<file path="src/rtl/pipe_hazard_if.sv">
// pipe_hazard_if: signal bundle between the ID/EX pipeline datapath and its hazard unit.
// Suffixes are from the hazard unit's point of view (_i into it, _o out of it).
interface pipe_hazard_if #(parameter int CNT_W = 16);
    logic             id_valid_i;
    logic [1:0]       id_inst_type_i;
    logic [4:0]       id_rs_i;
    logic [4:0]       id_rt_i;
    logic             id_use_rs_i;
    logic             id_use_rt_i;
    logic             id_reg_write_i;
    logic [4:0]       id_dest_i;
    logic             ex_br_taken_i;
    logic             stall_o;
    logic             flush_id_o;
    logic             flush_ex_o;
    logic [1:0]       fwd_a_o;
    logic [1:0]       fwd_b_o;
    logic [1:0]       state_o;
    logic [CNT_W-1:0] stall_cnt_o;
    logic [CNT_W-1:0] flush_cnt_o;
    modport master (
        output id_valid_i, id_inst_type_i, id_rs_i, id_rt_i, id_use_rs_i, id_use_rt_i,
               id_reg_write_i, id_dest_i, ex_br_taken_i,
        input  stall_o, flush_id_o, flush_ex_o, fwd_a_o, fwd_b_o, state_o, stall_cnt_o, flush_cnt_o
    );
    modport slave (
        input  id_valid_i, id_inst_type_i, id_rs_i, id_rt_i, id_use_rs_i, id_use_rt_i,
               id_reg_write_i, id_dest_i, ex_br_taken_i,
        output stall_o, flush_id_o, flush_ex_o, fwd_a_o, fwd_b_o, state_o, stall_cnt_o, flush_cnt_o
    );
endinterface

</file>
<file path="src/rtl/pipe_hazard.sv">
// pipe_hazard: load-use stall, jump/branch flush and EX operand forwarding for a 5-stage MIPS pipe.
// Tracks EX/MEM/WB destinations in shadow records; counts stall and flush cycles with saturation.
module pipe_hazard #(parameter int CNT_W = 16) (
    input logic clk,
    input logic rst,
    pipe_hazard_if.slave hz
);
    localparam logic [1:0] T_J  = 2'b01;
    localparam logic [1:0] T_LW = 2'b10;
    typedef enum logic [1:0] {RUN = 2'b00, LD_STALL = 2'b01, BR_FLUSH = 2'b10} state_t;
    typedef struct packed {
        logic       valid;
        logic       rw;
        logic [4:0] dest;
        logic       is_lw;
    } rec_t;
    function automatic logic hit(rec_t r, logic use_src, logic [4:0] src);
        return r.valid && r.dest != 5'd0 && use_src && src == r.dest;
    endfunction
    state_t           state_q, state_d;
    rec_t             sh_q [3];
    rec_t             ex_d;
    logic [1:0]       fwd_a_q, fwd_b_q, fwd_a_d, fwd_b_d;
    logic [CNT_W-1:0] stall_cnt_q, flush_cnt_q, stall_cnt_d, flush_cnt_d;
    logic             load_use, stall, flush_id, flush_ex, load_ex;
    always_comb begin
        load_use = !hz.ex_br_taken_i && state_q != LD_STALL && hz.id_valid_i && sh_q[0].is_lw
                   && (hit(sh_q[0], hz.id_use_rs_i, hz.id_rs_i) || hit(sh_q[0], hz.id_use_rt_i, hz.id_rt_i));
        stall    = load_use;
        flush_ex = hz.ex_br_taken_i || load_use;
        flush_id = hz.ex_br_taken_i || (!load_use && hz.id_valid_i && hz.id_inst_type_i == T_J);
        state_d  = hz.ex_br_taken_i ? BR_FLUSH : load_use ? LD_STALL : RUN;
        load_ex  = hz.id_valid_i && !flush_ex;
        ex_d     = load_ex ? rec_t'{1'b1, hz.id_reg_write_i, hz.id_dest_i, hz.id_inst_type_i == T_LW} : rec_t'(0);
        // nearest producer wins: EX/MEM result before MEM/WB data
        fwd_a_d  = !load_ex ? 2'b00
                 : (sh_q[0].rw && hit(sh_q[0], hz.id_use_rs_i, hz.id_rs_i)) ? 2'b01
                 : (sh_q[1].rw && hit(sh_q[1], hz.id_use_rs_i, hz.id_rs_i)) ? 2'b10 : 2'b00;
        fwd_b_d  = !load_ex ? 2'b00
                 : (sh_q[0].rw && hit(sh_q[0], hz.id_use_rt_i, hz.id_rt_i)) ? 2'b01
                 : (sh_q[1].rw && hit(sh_q[1], hz.id_use_rt_i, hz.id_rt_i)) ? 2'b10 : 2'b00;
        stall_cnt_d = stall_cnt_q + CNT_W'(stall && ~&stall_cnt_q);
        flush_cnt_d = flush_cnt_q + CNT_W'(flush_id && ~&flush_cnt_q);
    end
    always_ff @(posedge clk or posedge rst) begin
        if (rst) begin
            state_q     <= RUN;
            sh_q        <= '{default: '0};
            fwd_a_q     <= 2'b00;
            fwd_b_q     <= 2'b00;
            stall_cnt_q <= '0;
            flush_cnt_q <= '0;
        end else begin
            state_q     <= state_d;
            sh_q        <= '{ex_d, sh_q[0], sh_q[1]};
            fwd_a_q     <= fwd_a_d;
            fwd_b_q     <= fwd_b_d;
            stall_cnt_q <= stall_cnt_d;
            flush_cnt_q <= flush_cnt_d;
        end
    end
    assign hz.stall_o     = stall;
    assign hz.flush_id_o  = flush_id;
    assign hz.flush_ex_o  = flush_ex;
    assign hz.fwd_a_o     = fwd_a_q;
    assign hz.fwd_b_o     = fwd_b_q;
    assign hz.state_o     = state_q;
    assign hz.stall_cnt_o = stall_cnt_q;
    assign hz.flush_cnt_o = flush_cnt_q;
endmodule

</file>
<file path="src/flat_wrapper.sv">
// flat-port wrapper written by rule: the top's interface ports become plain ports
module pipe_hazard_flat 
#(parameter int CNT_W = 16)
  (clk, rst, hz_id_valid_i, hz_id_inst_type_i, hz_id_rs_i, hz_id_rt_i, hz_id_use_rs_i, hz_id_use_rt_i, hz_id_reg_write_i, hz_id_dest_i, hz_ex_br_taken_i, hz_stall_o, hz_flush_id_o, hz_flush_ex_o, hz_fwd_a_o, hz_fwd_b_o, hz_state_o, hz_stall_cnt_o, hz_flush_cnt_o);
  pipe_hazard_if #(.CNT_W(CNT_W)) hz_i ();
  input logic clk;
  input logic rst;
  input wire logic [$bits(hz_i.id_valid_i)-1:0] hz_id_valid_i;
  input wire logic [$bits(hz_i.id_inst_type_i)-1:0] hz_id_inst_type_i;
  input wire logic [$bits(hz_i.id_rs_i)-1:0] hz_id_rs_i;
  input wire logic [$bits(hz_i.id_rt_i)-1:0] hz_id_rt_i;
  input wire logic [$bits(hz_i.id_use_rs_i)-1:0] hz_id_use_rs_i;
  input wire logic [$bits(hz_i.id_use_rt_i)-1:0] hz_id_use_rt_i;
  input wire logic [$bits(hz_i.id_reg_write_i)-1:0] hz_id_reg_write_i;
  input wire logic [$bits(hz_i.id_dest_i)-1:0] hz_id_dest_i;
  input wire logic [$bits(hz_i.ex_br_taken_i)-1:0] hz_ex_br_taken_i;
  output wire logic [$bits(hz_i.stall_o)-1:0] hz_stall_o;
  output wire logic [$bits(hz_i.flush_id_o)-1:0] hz_flush_id_o;
  output wire logic [$bits(hz_i.flush_ex_o)-1:0] hz_flush_ex_o;
  output wire logic [$bits(hz_i.fwd_a_o)-1:0] hz_fwd_a_o;
  output wire logic [$bits(hz_i.fwd_b_o)-1:0] hz_fwd_b_o;
  output wire logic [$bits(hz_i.state_o)-1:0] hz_state_o;
  output wire logic [$bits(hz_i.stall_cnt_o)-1:0] hz_stall_cnt_o;
  output wire logic [$bits(hz_i.flush_cnt_o)-1:0] hz_flush_cnt_o;
  assign hz_i.id_valid_i = hz_id_valid_i;
  assign hz_i.id_inst_type_i = hz_id_inst_type_i;
  assign hz_i.id_rs_i = hz_id_rs_i;
  assign hz_i.id_rt_i = hz_id_rt_i;
  assign hz_i.id_use_rs_i = hz_id_use_rs_i;
  assign hz_i.id_use_rt_i = hz_id_use_rt_i;
  assign hz_i.id_reg_write_i = hz_id_reg_write_i;
  assign hz_i.id_dest_i = hz_id_dest_i;
  assign hz_i.ex_br_taken_i = hz_ex_br_taken_i;
  assign hz_stall_o = hz_i.stall_o;
  assign hz_flush_id_o = hz_i.flush_id_o;
  assign hz_flush_ex_o = hz_i.flush_ex_o;
  assign hz_fwd_a_o = hz_i.fwd_a_o;
  assign hz_fwd_b_o = hz_i.fwd_b_o;
  assign hz_state_o = hz_i.state_o;
  assign hz_stall_cnt_o = hz_i.stall_cnt_o;
  assign hz_flush_cnt_o = hz_i.flush_cnt_o;
  pipe_hazard #(.CNT_W(CNT_W)) u_core (.clk(clk), .rst(rst), .hz(hz_i));
endmodule
</file>
<file path="config.mk">
export PLATFORM = sky130hd
export DESIGN_NAME = pipe_hazard_flat
export DESIGN_NICKNAME = d
export VERILOG_FILES = /design/src/rtl/pipe_hazard_if.sv /design/src/rtl/pipe_hazard.sv /design/src/flat_wrapper.sv
export SDC_FILE = /design/constraint.sdc
export NUM_CORES = 1
export LEC_CHECK = 0
export BUFFER_PORTS_ARGS = -buffer_cell sky130_fd_sc_hd__buf_2
export CAP_MARGIN = 20
export CORE_ASPECT_RATIO = 0.9
export CORE_MARGIN = 2
export CORE_UTILIZATION = 35
export CTS_CLUSTER_DIAMETER = 100
export DETAILED_ROUTE_END_ITERATION = 10
export MAX_ROUTING_LAYER = met4
export PLACE_DENSITY = 0.54
export RECOVER_POWER = 25
export SETUP_SLACK_MARGIN = 0.2
export SLEW_MARGIN = 10
export SYNTH_ARGS = -nofsm -noshare
export SYNTH_HDL_FRONTEND = slang
export SYNTH_SLANG_ARGS = --single-unit
</file>
<file path="constraint.sdc">
create_clock -name clk -period 3.03 [get_ports clk]
set_input_delay 0 -clock clk [delete_from_list [all_inputs] [get_ports clk]]
set_output_delay 0 -clock clk [all_outputs]
set_load 0.05 [all_outputs]
</file>
==> metrics.yaml, run 1 <==
status: "completed"
synth-simple-area-share_pct: 20.1
critPathLaunchType: "flip-flop"
ant_nets: 0
crit_fanout: 4
power_density_nw_per_um2: 558
rsz0062_at_grt: "no"
yosysTopAreaCell: "dfrtp_1"
worstSetupPathType: "flip-flop to flip-flop"
grt.total_usage_pct: 15.1
antenna_found_initial: 0
ys_seq_elements: 53
synth_area_leaders: "dfrtp_1 (56%), xor2_1 (9.6%), xnor2_1 (8.2%), nand2_1 (2.7%), nand3_1 (2.5%)"
synth_area_um2: 2360
finalPower_mw: 1.68
grt_pass1_vias: 1709
peakVddDrop_mv: 0.262
power.leakage_nw: 1.45
ys_async_sr_fraction_pct: 100
synth-edff-count: 0
dp_slack_ns: 0.292
ioPinCount: 65
min_from: "hz_id_rs_i[3]"
die_w_um: 90.6
cts_setup_buffers: 0
clock_path_buffers: 2
rows: 28
synth_xor_area_share_pct: 17.8
area_delta_synth_final_pct: 27.2
timing.fmax_mhz: 378
dr.first_iter.drc_count: 91
place_hpwl_um: 3770
yosys-top-cells-count: "dfrtp_1 (53), xor2_1 (26), xnor2_1 (22), nand2_1 (17), nor2_1 (15)"
maxSlewViolCount: 0
ys_types: 34
final-hold-violation-count: 0
start_util_pct: 36.1
synth.yosys.seq_area_share_pct: 56.1
grt-ovfl-total: 0
pwr-share-comb_pct: 21.9
p_clk_share_pct: 28.8
syn-num-nets: 231
setup_viol: 0
core_area_um2: 6550
hold_class: "primary input to flip-flop"
clkTransAtPathRegs_ns: 0.10
viasPerCell: 4.63
wl_per_cell_um: 13.5
htreeDepth: 2
drt_first_pass_iters: 4
routed-via-count: 1749
maxCapViolations: 0
pwr-share-seq_pct: 49.3
dieArea_um2: 7430
slew_headroom_pct: 37.9
grt_max_degree: 46
power.switching_uw: 567
fillCellCount: 662
routed_wl_um: 5100
fin_skew_ns: 0.0126
synth.mux.area_fraction_pct: 0
die_h_um: 82.0
synth_top_family_by_area: "simple AND/OR/NAND/NOR gates"
yosysTopAreaCellShare_pct: 56.1
timing.final.ws_setup_ns: 0.388
grt_pass1_wl_um: 8580
startpoint: "u_core.sh_q[17]$_DFF_PP0_"
synth_adder_area_share_pct: 2.12
synth-compound-area-share_pct: 2.81
cts_tree: "built"
cts.sinks: 53
critPathRequiredTime_ns: 3.24
end_kind: "flip-flop"
critPathArrivalTime_ns: 2.85
ys_dominant_reg_cell: "dfrtp_1"
io_buffers: 64
finalWorstPathRequiredPeriod_ns: 2.64
cts_inserted_buffers: 5
intPower_mw: 1.11
r2r-start: "u_core.sh_q[17]$_DFF_PP0_"
worst_skew_pair.late_latency_ns: 0.31
fin_crit_sh_pct: 87.2
ys_warn_count: 0
tightest_slew_ns: 0.930
gp_congestion: 0.834
final_nets: 315
clock-root-buffer: "clkbuf_8"
synth_area_per_cell_um2: 11.6
drive_above_1_share_pct: 20.1
switching_share_pct: 33.8
yosysMostFrequentCell: "dfrtp_1"
syn_inst: 203
antennaDiodeCount: 0
drc: 0
ff2ff_setup_slack_ns: 0.39
finalSetupTns_ns: 0
==> metal layers <==
| metal | part of all wire [%] | up-vias | global-route usage, % | wire length (um) |
|---|---|---|---|---|
| li1 | - | 860 | - | - |
| met1 | 49 | 838 | 20.8 | 2520 |
| met2 | 42 | 47 | 21.7 | 2160 |
| met3 | 7.5 | 4 | 5.05 | 382 |
| met4 | 0.82 | 0 | 3.23 | 42 |
| met5 | 0 | - | - | 0 |
==> metrics by stage <==
| stage | hold WS (ns) | utilization, % | cells | instance area, um2 |
|---|---|---|---|---|
| after floorplan | 0.0314 | - | 203 | 2360 |
| after global placement | 0.179 | 42.8 | 358 | 2800 |
| after detailed placement | 0.183 | 42.8 | 358 | 2800 |
| after CTS | 0.0135 | 46.4 | 378 | 3040 |
| after global routing | 0.0447 | 45.9 | 378 | 3010 |
| final | 0.0314 | 45.9 | 378 | 3010 |
==> worst max-delay path, cell delays in order, from the launching register on <==
cell and delay, ns:
dfrtp_1 0.44, or4_4 0.57, o21ai_2 0.12, or2_2 0.13, a211oi_1 0.05, a211oi_1 0.23
ha_1 0.21, ha_1 0.19, and2_4 0.17, and2_1 0.17, nand4_1 0.12, xnor2_1 0.14
==> sequential cells by signal (all words and copies together), names as in the netlist <==
| register | count |
|---|---|
| u_core.hz.stall_cnt_o | 16 |
| u_core.hz.fwd_b_o | 2 |
| u_core.hz.flush_cnt_o | 16 |
| u_core.sh_q | 15 |
| u_core.hz.state_o | 2 |
| u_core.hz.fwd_a_o | 2 |
==> cell usage in the layout (no fill, tap or decap), types with 2 or more instances in the layout <==
cell type / synthesis / routed
nor2b_1: 2 / 2
ha_1: 4 / 4
buf_4: 0 / 3
nand4_1: 7 / 7
dlygate4sd3_1: 0 / 12
xnor2_1: 22 / 22
and3_1: 6 / 6
buf_2: 0 / 35
nand3_1: 12 / 12
inv_1: 3 / 2
nor2_1: 15 / 15
clkbuf_1: 1 / 29
clkbuf_8: 0 / 5
nand2_1: 17 / 17
or4_1: 2 / 2
nor4_2: 2 / 2
nand3_2: 2 / 2
and4_1: 3 / 3
dfrtp_1: 53 / 53
xor2_1: 26 / 26
nor4_1: 5 / 5
and2_1: 4 / 3
a211oi_1: 2 / 2
==> worst paths after layout <==
path,end,cells past startpoint
worst min register to register,u_core.sh_q[14]$_DFF_PP0_,0
worst max register to register,u_core.hz.flush_cnt_o[12]$_DFF_PP0_,11
min in group asynchronous,u_core.hz.flush_cnt_o[3]$_DFF_PP0_,3
max in group asynchronous,u_core.sh_q[20]$_DFF_PP0_,4
worst min-delay path,u_core.hz.fwd_a_o[1]$_DFF_PP0_,4
worst max-delay path,u_core.hz.flush_cnt_o[12]$_DFF_PP0_,11
==> kinds of logic (layout without fill, tap and decap cells) <==
group | after synthesis | count (layout)
adder cells (fa/ha/maj) | 4 | 4
AND/OR/NAND/NOR | 84 | 84
buffers and inverters | 5 | 90
XOR/XNOR | 48 | 48
AO/OA/AOI/OAI | 9 | 9
flip-flops | 53 | 53
==> power by group through the flow <==
stage	registers (mW)	logic (mW)	clock network, mW
after global routing	0.842	0.401	0.538
after floorplan	0.995	0.103	0
after CTS	0.827	0.379	0.504
after detailed placement	0.841	0.366	0
final	0.828	0.367	0.483
after global placement	0.839	0.363	0
==> layout make-up <==
type / instances / area [um2] / share of cell area, %
Sequential cell: 53 / 1330 / 44.1
Multi-Input combinational cell: 145 / 1010 / 33.7
Timing Repair Buffer: 79 / 427 / 14.2
Tap cell: 90 / 113 / 3.75
Clock buffer: 5 / 68.8 / 2.29
Clock inverter: 3 / 46.3 / 1.54
Inverter: 3 / 11.3 / 0.375
==> timing repair <==
| action | in CTS | in global routing |
|---|---|---|
| endpoints found under the setup margin | 0 | 1 |
| hold endpoints to repair | 54 | 0 |
| hold buffers | 12 | 0 |
| resized for setup | 0 | 1 |
Power figures use the tool's default switching activity.
==> run 2: changes to the inputs <==
--- a/config.mk
+++ b/config.mk
@@ -13,7 +13,7 @@
 export CTS_CLUSTER_DIAMETER = 100
 export DETAILED_ROUTE_END_ITERATION = 10
 export MAX_ROUTING_LAYER = met4
-export PLACE_DENSITY = 0.54
+export PLACE_DENSITY = 0.56
 export RECOVER_POWER = 25
 export SETUP_SLACK_MARGIN = 0.2
 export SLEW_MARGIN = 10
==> constraint.sdc (replaced) <==
create_clock -name clk -period 2.41 [get_ports clk]
set_input_delay 0 -clock clk [delete_from_list [all_inputs] [get_ports clk]]
set_output_delay 0 -clock clk [all_outputs]
set_load 0.1 [all_outputs]
==> metrics.yaml, run 2 (synthesis results as in run 1) <==
finalSetupTns_ns: -2.32
hold_class: "primary input to flip-flop"
final_cell_mix: "buf_2 (61), dfrtp_1 (28), xor2_1 (25), buf_4 (25), dfrtp_2 (25)"
critPathLaunchType: "flip-flop"
timing.final.ws_setup_ns: -0.171
worst_r2r_endpoint: "u_core.hz.stall_cnt_o[4]$_DFF_PP0_"
worst_skew_pair.late_latency_ns: 0.31
worstSetupPathType: "flip-flop to flip-flop"
pwr-share-comb_pct: 32.4
setup_viol: 25
htreeDepth: 2
cts.sinks: 53
cts_inserted_buffers: 5
layout_commonest_cell: "buf_2"
power_density_nw_per_um2: 678
dpl_cell_area_um2: 3130
r2r-start: "u_core.sh_q[19]$_DFF_PP0_"
end_kind: "flip-flop"
pwr-share-seq_pct: 42.6
timing.fmax_mhz: 387
final-hold-violation-count: 0
critPathArrivalTime_ns: 2.77
dr.first_iter.drc_count: 68
fin_crit_sh_pct: 107
routed-via-count: 1887
clock_path_buffers: 2
p_clk_share_pct: 25.0
core_area_um2: 6550
critPathRequiredTime_ns: 2.60
final_area_um2: 3690
final_nets: 349
grt-ovfl-total: 0
power.leakage_nw: 1.77
power.switching_uw: 989
fillCellCount: 583
min_to: "u_core.hz.fwd_a_o[1]$_DFF_PP0_"
grt_pass1_vias: 1886
crit_fanout: 3
drc: 0
rows: 28
drt_first_pass_iters: 4
ff2ff_setup_slack_ns: -0.17
clkTransAtPathRegs_ns: 0.09
die_w_um: 90.6
routed_wl_um: 5850
ant_nets: 0
ioPinCount: 65
tightest_slew_ns: 0.683
area_delta_synth_final_pct: 56.2
die_h_um: 82.0
clock-root-buffer: "clkbuf_8"
gp_congestion: 0.818
rsz0062_at_grt: "yes"
maxCapViolations: 0
fin_hold_ws_ns: 0.0266
viasPerCell: 4.58
antennaDiodeCount: 0
drive_above_1_share_pct: 55.9
violations: "negative setup slack"
wl_per_cell_um: 14.2
grt_max_degree: 54
fin_skew_ns: 0.0140
grt_pass1_wl_um: 9270
min_from: "hz_id_rs_i[3]"
peakVddDrop_mv: 0.271
finalWorstPathRequiredPeriod_ns: 2.58
start_util_pct: 36.1
grt.total_usage_pct: 16.4
maxSlewViolCount: 0
place_hpwl_um: 3950
cts_tree: "built"
switching_share_pct: 39.5
dieArea_um2: 7430
io_buffers: 64
min_path_cells: 4
antenna_found_initial: 0
intPower_mw: 1.52
reg2reg_depth: 12
slew_headroom_pct: 54.5
status: "complete, but fails checks"
run 2: cell types whose count changed in the layout (fill, tap and decap cells not counted), sizes merged:
cell	previous run	this run
clkinv	1	0
clkbuf	34	9
buf	38	99
clkinvlp	1	0
run 2: timing repair:
action                                  in CTS  in global routing
setup buffers                                6                 11
hold buffers                                12                  0
gates resized for setup                     25                 19
gates cloned                                 0                  0
pin swaps                                   20                 19
endpoints found under the hold margin       63                  0
endpoints found under the setup margin      27                 31
run 2: worst max path at each step:
| stage | start | to | slack, ns | cells past startpoint |
|---|---|---|---|---|
| final | u_core.sh_q[19]$_DFF_PP0_ | u_core.hz.stall_cnt_o[4]$_DFF_PP0_ | -0.17 | 12 |
| after global routing | u_core.sh_q[19]$_DFF_PP0_ | u_core.hz.stall_cnt_o[12]$_DFF_PP0_ | -0.31 | 11 |
| after CTS | u_core.sh_q[19]$_DFF_PP0_ | u_core.hz.stall_cnt_o[14]$_DFF_PP0_ | -0.11 | 11 |
| after detailed placement | u_core.sh_q[21]$_DFF_PP0_ | u_core.hz.flush_cnt_o[12]$_DFF_PP0_ | -0.14 | 11 |
| after global placement | u_core.sh_q[21]$_DFF_PP0_ | u_core.hz.flush_cnt_o[12]$_DFF_PP0_ | -0.1 | 11 |
| after floorplan | u_core.hz.stall_cnt_o[11]$_DFF_PP0_ | u_core.hz.stall_cnt_o[12]$_DFF_PP0_ | -0.27 | 10 |
run 2: per-layer routing:
layer	share of wire (%)	track usage, %	wire length, um
met3	5.0	4.04	291
met4	0.73	4.15	43
met2	46	25.7	2700
met5	0	-	0
met1	48	21.6	2820
run 2: power groups by stage:
stage	Combinational [mW]	Clock, mW	Sequential (mW)
6_report	0.811	0.625	1.07
5_1_grt	0.853	0.674	1.08
4_1_cts	0.785	0.644	1.07
3_5_place_dp	0.757	0	1.09
3_3_place_gp	0.756	0	1.08
2_1_floorplan	0.167	0	1.50
run 2: final cells by class:
type	count	area, um2	share of cell area, %
Sequential cell	53	1360	36.8
Multi-Input combinational cell	145	1290	35.0
Timing Repair Buffer	113	802	21.7
Tap cell	90	113	3.05
Clock buffer	7	86.3	2.34
Clock inverter	1	30.0	0.813
Inverter	3	11.3	0.305
run 2: through the flow:
step | worst slack, ns | std cells | util (%) | power, mW
after detailed placement | -0.143 | 375 | 47.7 | 1.84
final | -0.171 | 412 | 56.4 | 2.50
after CTS | -0.107 | 401 | 53.6 | 2.50
after global placement | -0.0951 | 375 | 47.7 | 1.84
after floorplan | -0.273 | 203 | - | 1.67
after global routing | -0.310 | 412 | 56.4 | 2.61
run 2: critical path, stage by stage, from the launching register on:
cell and delay (ns):
dfrtp_2 0.45, buf_4 0.15, or4_4 0.48, o21ai_2 0.12, or2_4 0.16, a21oi_4 0.04
and3_4 0.19, ha_4 0.16, ha_4 0.15, and3_4 0.19, buf_4 0.13, buf_4 0.12
xor2_1 0.13
==> run 3: changes to the inputs <==
--- a/config.mk
+++ b/config.mk
@@ -5,15 +5,16 @@
 export SDC_FILE = /design/constraint.sdc
 export NUM_CORES = 1
 export LEC_CHECK = 0
+export ABC_CLOCK_PERIOD_IN_PS = 2410
 export BUFFER_PORTS_ARGS = -buffer_cell sky130_fd_sc_hd__buf_2
 export CAP_MARGIN = 20
 export CORE_ASPECT_RATIO = 0.9
 export CORE_MARGIN = 2
-export CORE_UTILIZATION = 35
+export CORE_UTILIZATION = 47
 export CTS_CLUSTER_DIAMETER = 100
 export DETAILED_ROUTE_END_ITERATION = 10
 export MAX_ROUTING_LAYER = met4
-export PLACE_DENSITY = 0.56
+export PLACE_DENSITY = 0.73
 export RECOVER_POWER = 25
 export SETUP_SLACK_MARGIN = 0.2
 export SLEW_MARGIN = 10
==> metrics.yaml, run 3 (synthesis results as in run 1) <==
status: "complete, but fails checks"
violations: "negative setup slack"
pwr-share-comb_pct: 34.0
cts.sinks: 53
antennaDiodeCount: 0
hold_class: "primary input to flip-flop"
ioPinCount: 65
die_h_um: 71.3
die_w_um: 78.8
grt-ovfl-total: 0
final_cell_mix: "buf_2 (61), dfrtp_1 (27), dfrtp_2 (26), xor2_1 (24), buf_4 (24)"
finalPower_mw: 2.36
grt_pass1_wl_um: 9430
worstSetupPathType: "flip-flop to flip-flop"
cp_slowest_stage_delay_ns: 0.53
dieArea_um2: 5610
rsz0062_at_grt: "yes"
layout_commonest_cell: "buf_2"
clkTransAtPathRegs_ns: 0.09
wl_per_cell_um: 15.1
p_clk_share_pct: 20.8
final_nets: 343
end_kind: "flip-flop"
ant_nets: 0
timing.fmax_mhz: 399
worst_skew_pair.late_latency_ns: 0.31
peakVddDrop_mv: 0.878
gp_congestion: 0.896
final-hold-violation-count: 0
finalSetupTns_ns: -1.00
maxSlewViolCount: 0
critPathRequiredTime_ns: 2.61
slew_headroom_pct: 63.0
place_hpwl_um: 3770
fin_crit_sh_pct: 104
power_density_nw_per_um2: 662
switching_share_pct: 41.8
cts_tree: "built"
viasPerCell: 5.11
grt_pass1_vias: 1881
drive_above_1_share_pct: 57.0
power.leakage_nw: 1.73
cpLargestDelayFamily: "simple AND/OR/NAND/NOR gates"
dp_slack_ns: -0.119
tightest_slew_ns: 0.554
core_area_um2: 4830
power.switching_uw: 985
timing.final.ws_setup_ns: -0.0963
grt_max_degree: 26
finalWorstPathRequiredPeriod_ns: 2.51
routed_wl_um: 5760
drc: 0
fin_skew_ns: 0.0109
critPathArrivalTime_ns: 2.71
drt_first_pass_iters: 4
critPathBufInv: 3
clock_path_buffers: 2
stdcell_count: 381
path_cells: "or4_4 > o21ai_2 > or2_4 > buf_6 > a21oi_4 > and3_4 > ha_4 > ha_4 > and3_4 > buf_4 > buf_6 > xor2_2"
grt.total_usage_pct: 22.5
fillCellCount: 317
routed-via-count: 1946
maxCapViolations: 0
area_delta_synth_final_pct: 50.8
pwr-share-seq_pct: 45.1
setup_viol: 17
htreeDepth: 2
rows: 24
intPower_mw: 1.37
dp_cells: 345
clock-root-buffer: "clkbuf_8"
antenna_found_initial: 0
io_buffers: 64
fin_util_pct: 73.7
dr.first_iter.drc_count: 112
crit_fanout: 4
critPathLaunchType: "flip-flop"
start_util_pct: 48.9
crit_slowest_cell: "or4_4"
cts_inserted_buffers: 5
run 3: cell type report:
class	count	area, um2	share of cell area [%]
sequential	53	1360	38.1
clock inverter	1	7.51	0.211
multi-input combinational	145	1280	35.9
inverter	3	11.3	0.316
tap	65	81.3	2.28
clock buffer	7	76.3	2.14
timing repair buffer	107	748	21.0
run 3: routing by layer:
| layer | vias to the layer above | part of all wire (%) | global-route usage (%) |
|---|---|---|---|
| met1 | 961 | 45 | 31.3 |
| met2 | 54 | 48 | 33.5 |
| met5 | - | 0 | - |
| met3 | 10 | 5.5 | 5.92 |
| met4 | 0 | 1.6 | 5.26 |
| li1 | 921 | - | - |
run 3: through the flow:
step           hold WS, ns  instance area [um2]
4_1_cts             0.0236                 3460
5_1_grt             0.0358                 3560
6_report            0.0313                 3560
3_5_place_dp        0.0802                 3030
2_1_floorplan       0.0315                 2530
3_3_place_gp        0.0763                 3030
run 3: worst min-delay path, cell delays in order:
cell	delay, ns
buf_2	0.11
xnor2_1	0.07
nand3_1	0.07
nor4_1	0.04
run 3: path summary, 6_finish.rpt:
path | from | to | slack (ns) | cells after the start
worst min register to register | u_core.sh_q[22]$_DFF_PP0_ | u_core.sh_q[14]$_DFF_PP0_ | 0.41 | 0
worst max register to register | u_core.sh_q[20]$_DFF_PP0_ | u_core.hz.stall_cnt_o[4]$_DFF_PP0_ | -0.1 | 12
max in group asynchronous | rst | u_core.hz.stall_cnt_o[1]$_DFF_PP0_ | 1.50 | 4
min in group asynchronous | rst | u_core.hz.flush_cnt_o[15]$_DFF_PP0_ | 0.28 | 3
worst max-delay path | u_core.sh_q[20]$_DFF_PP0_ | u_core.hz.stall_cnt_o[4]$_DFF_PP0_ | -0.1 | 12
worst min-delay path | hz_id_rs_i[3] | u_core.hz.fwd_a_o[1]$_DFF_PP0_ | 0.03 | 4
run 3: repair_timing:
| action | 4_1_cts | 5_1_grt |
|---|---|---|
| hold buffers | 12 | 0 |
| resized for setup | 38 | 10 |
| setup endpoints to repair | 28 | 33 |
| pin swaps | 35 | 16 |
| setup buffers | 10 | 6 |
| endpoints found under the hold margin | 33 | 0 |
run 3: power by group through the flow:
stage | clock network, mW | registers (mW) | logic [mW]
detailed placement | 0 | 1.08 | 0.746
global placement | 0 | 1.08 | 0.740
global route | 0.552 | 1.08 | 0.836
finish | 0.492 | 1.06 | 0.803
floorplan | 0 | 1.50 | 0.167
CTS | 0.503 | 1.06 | 0.784
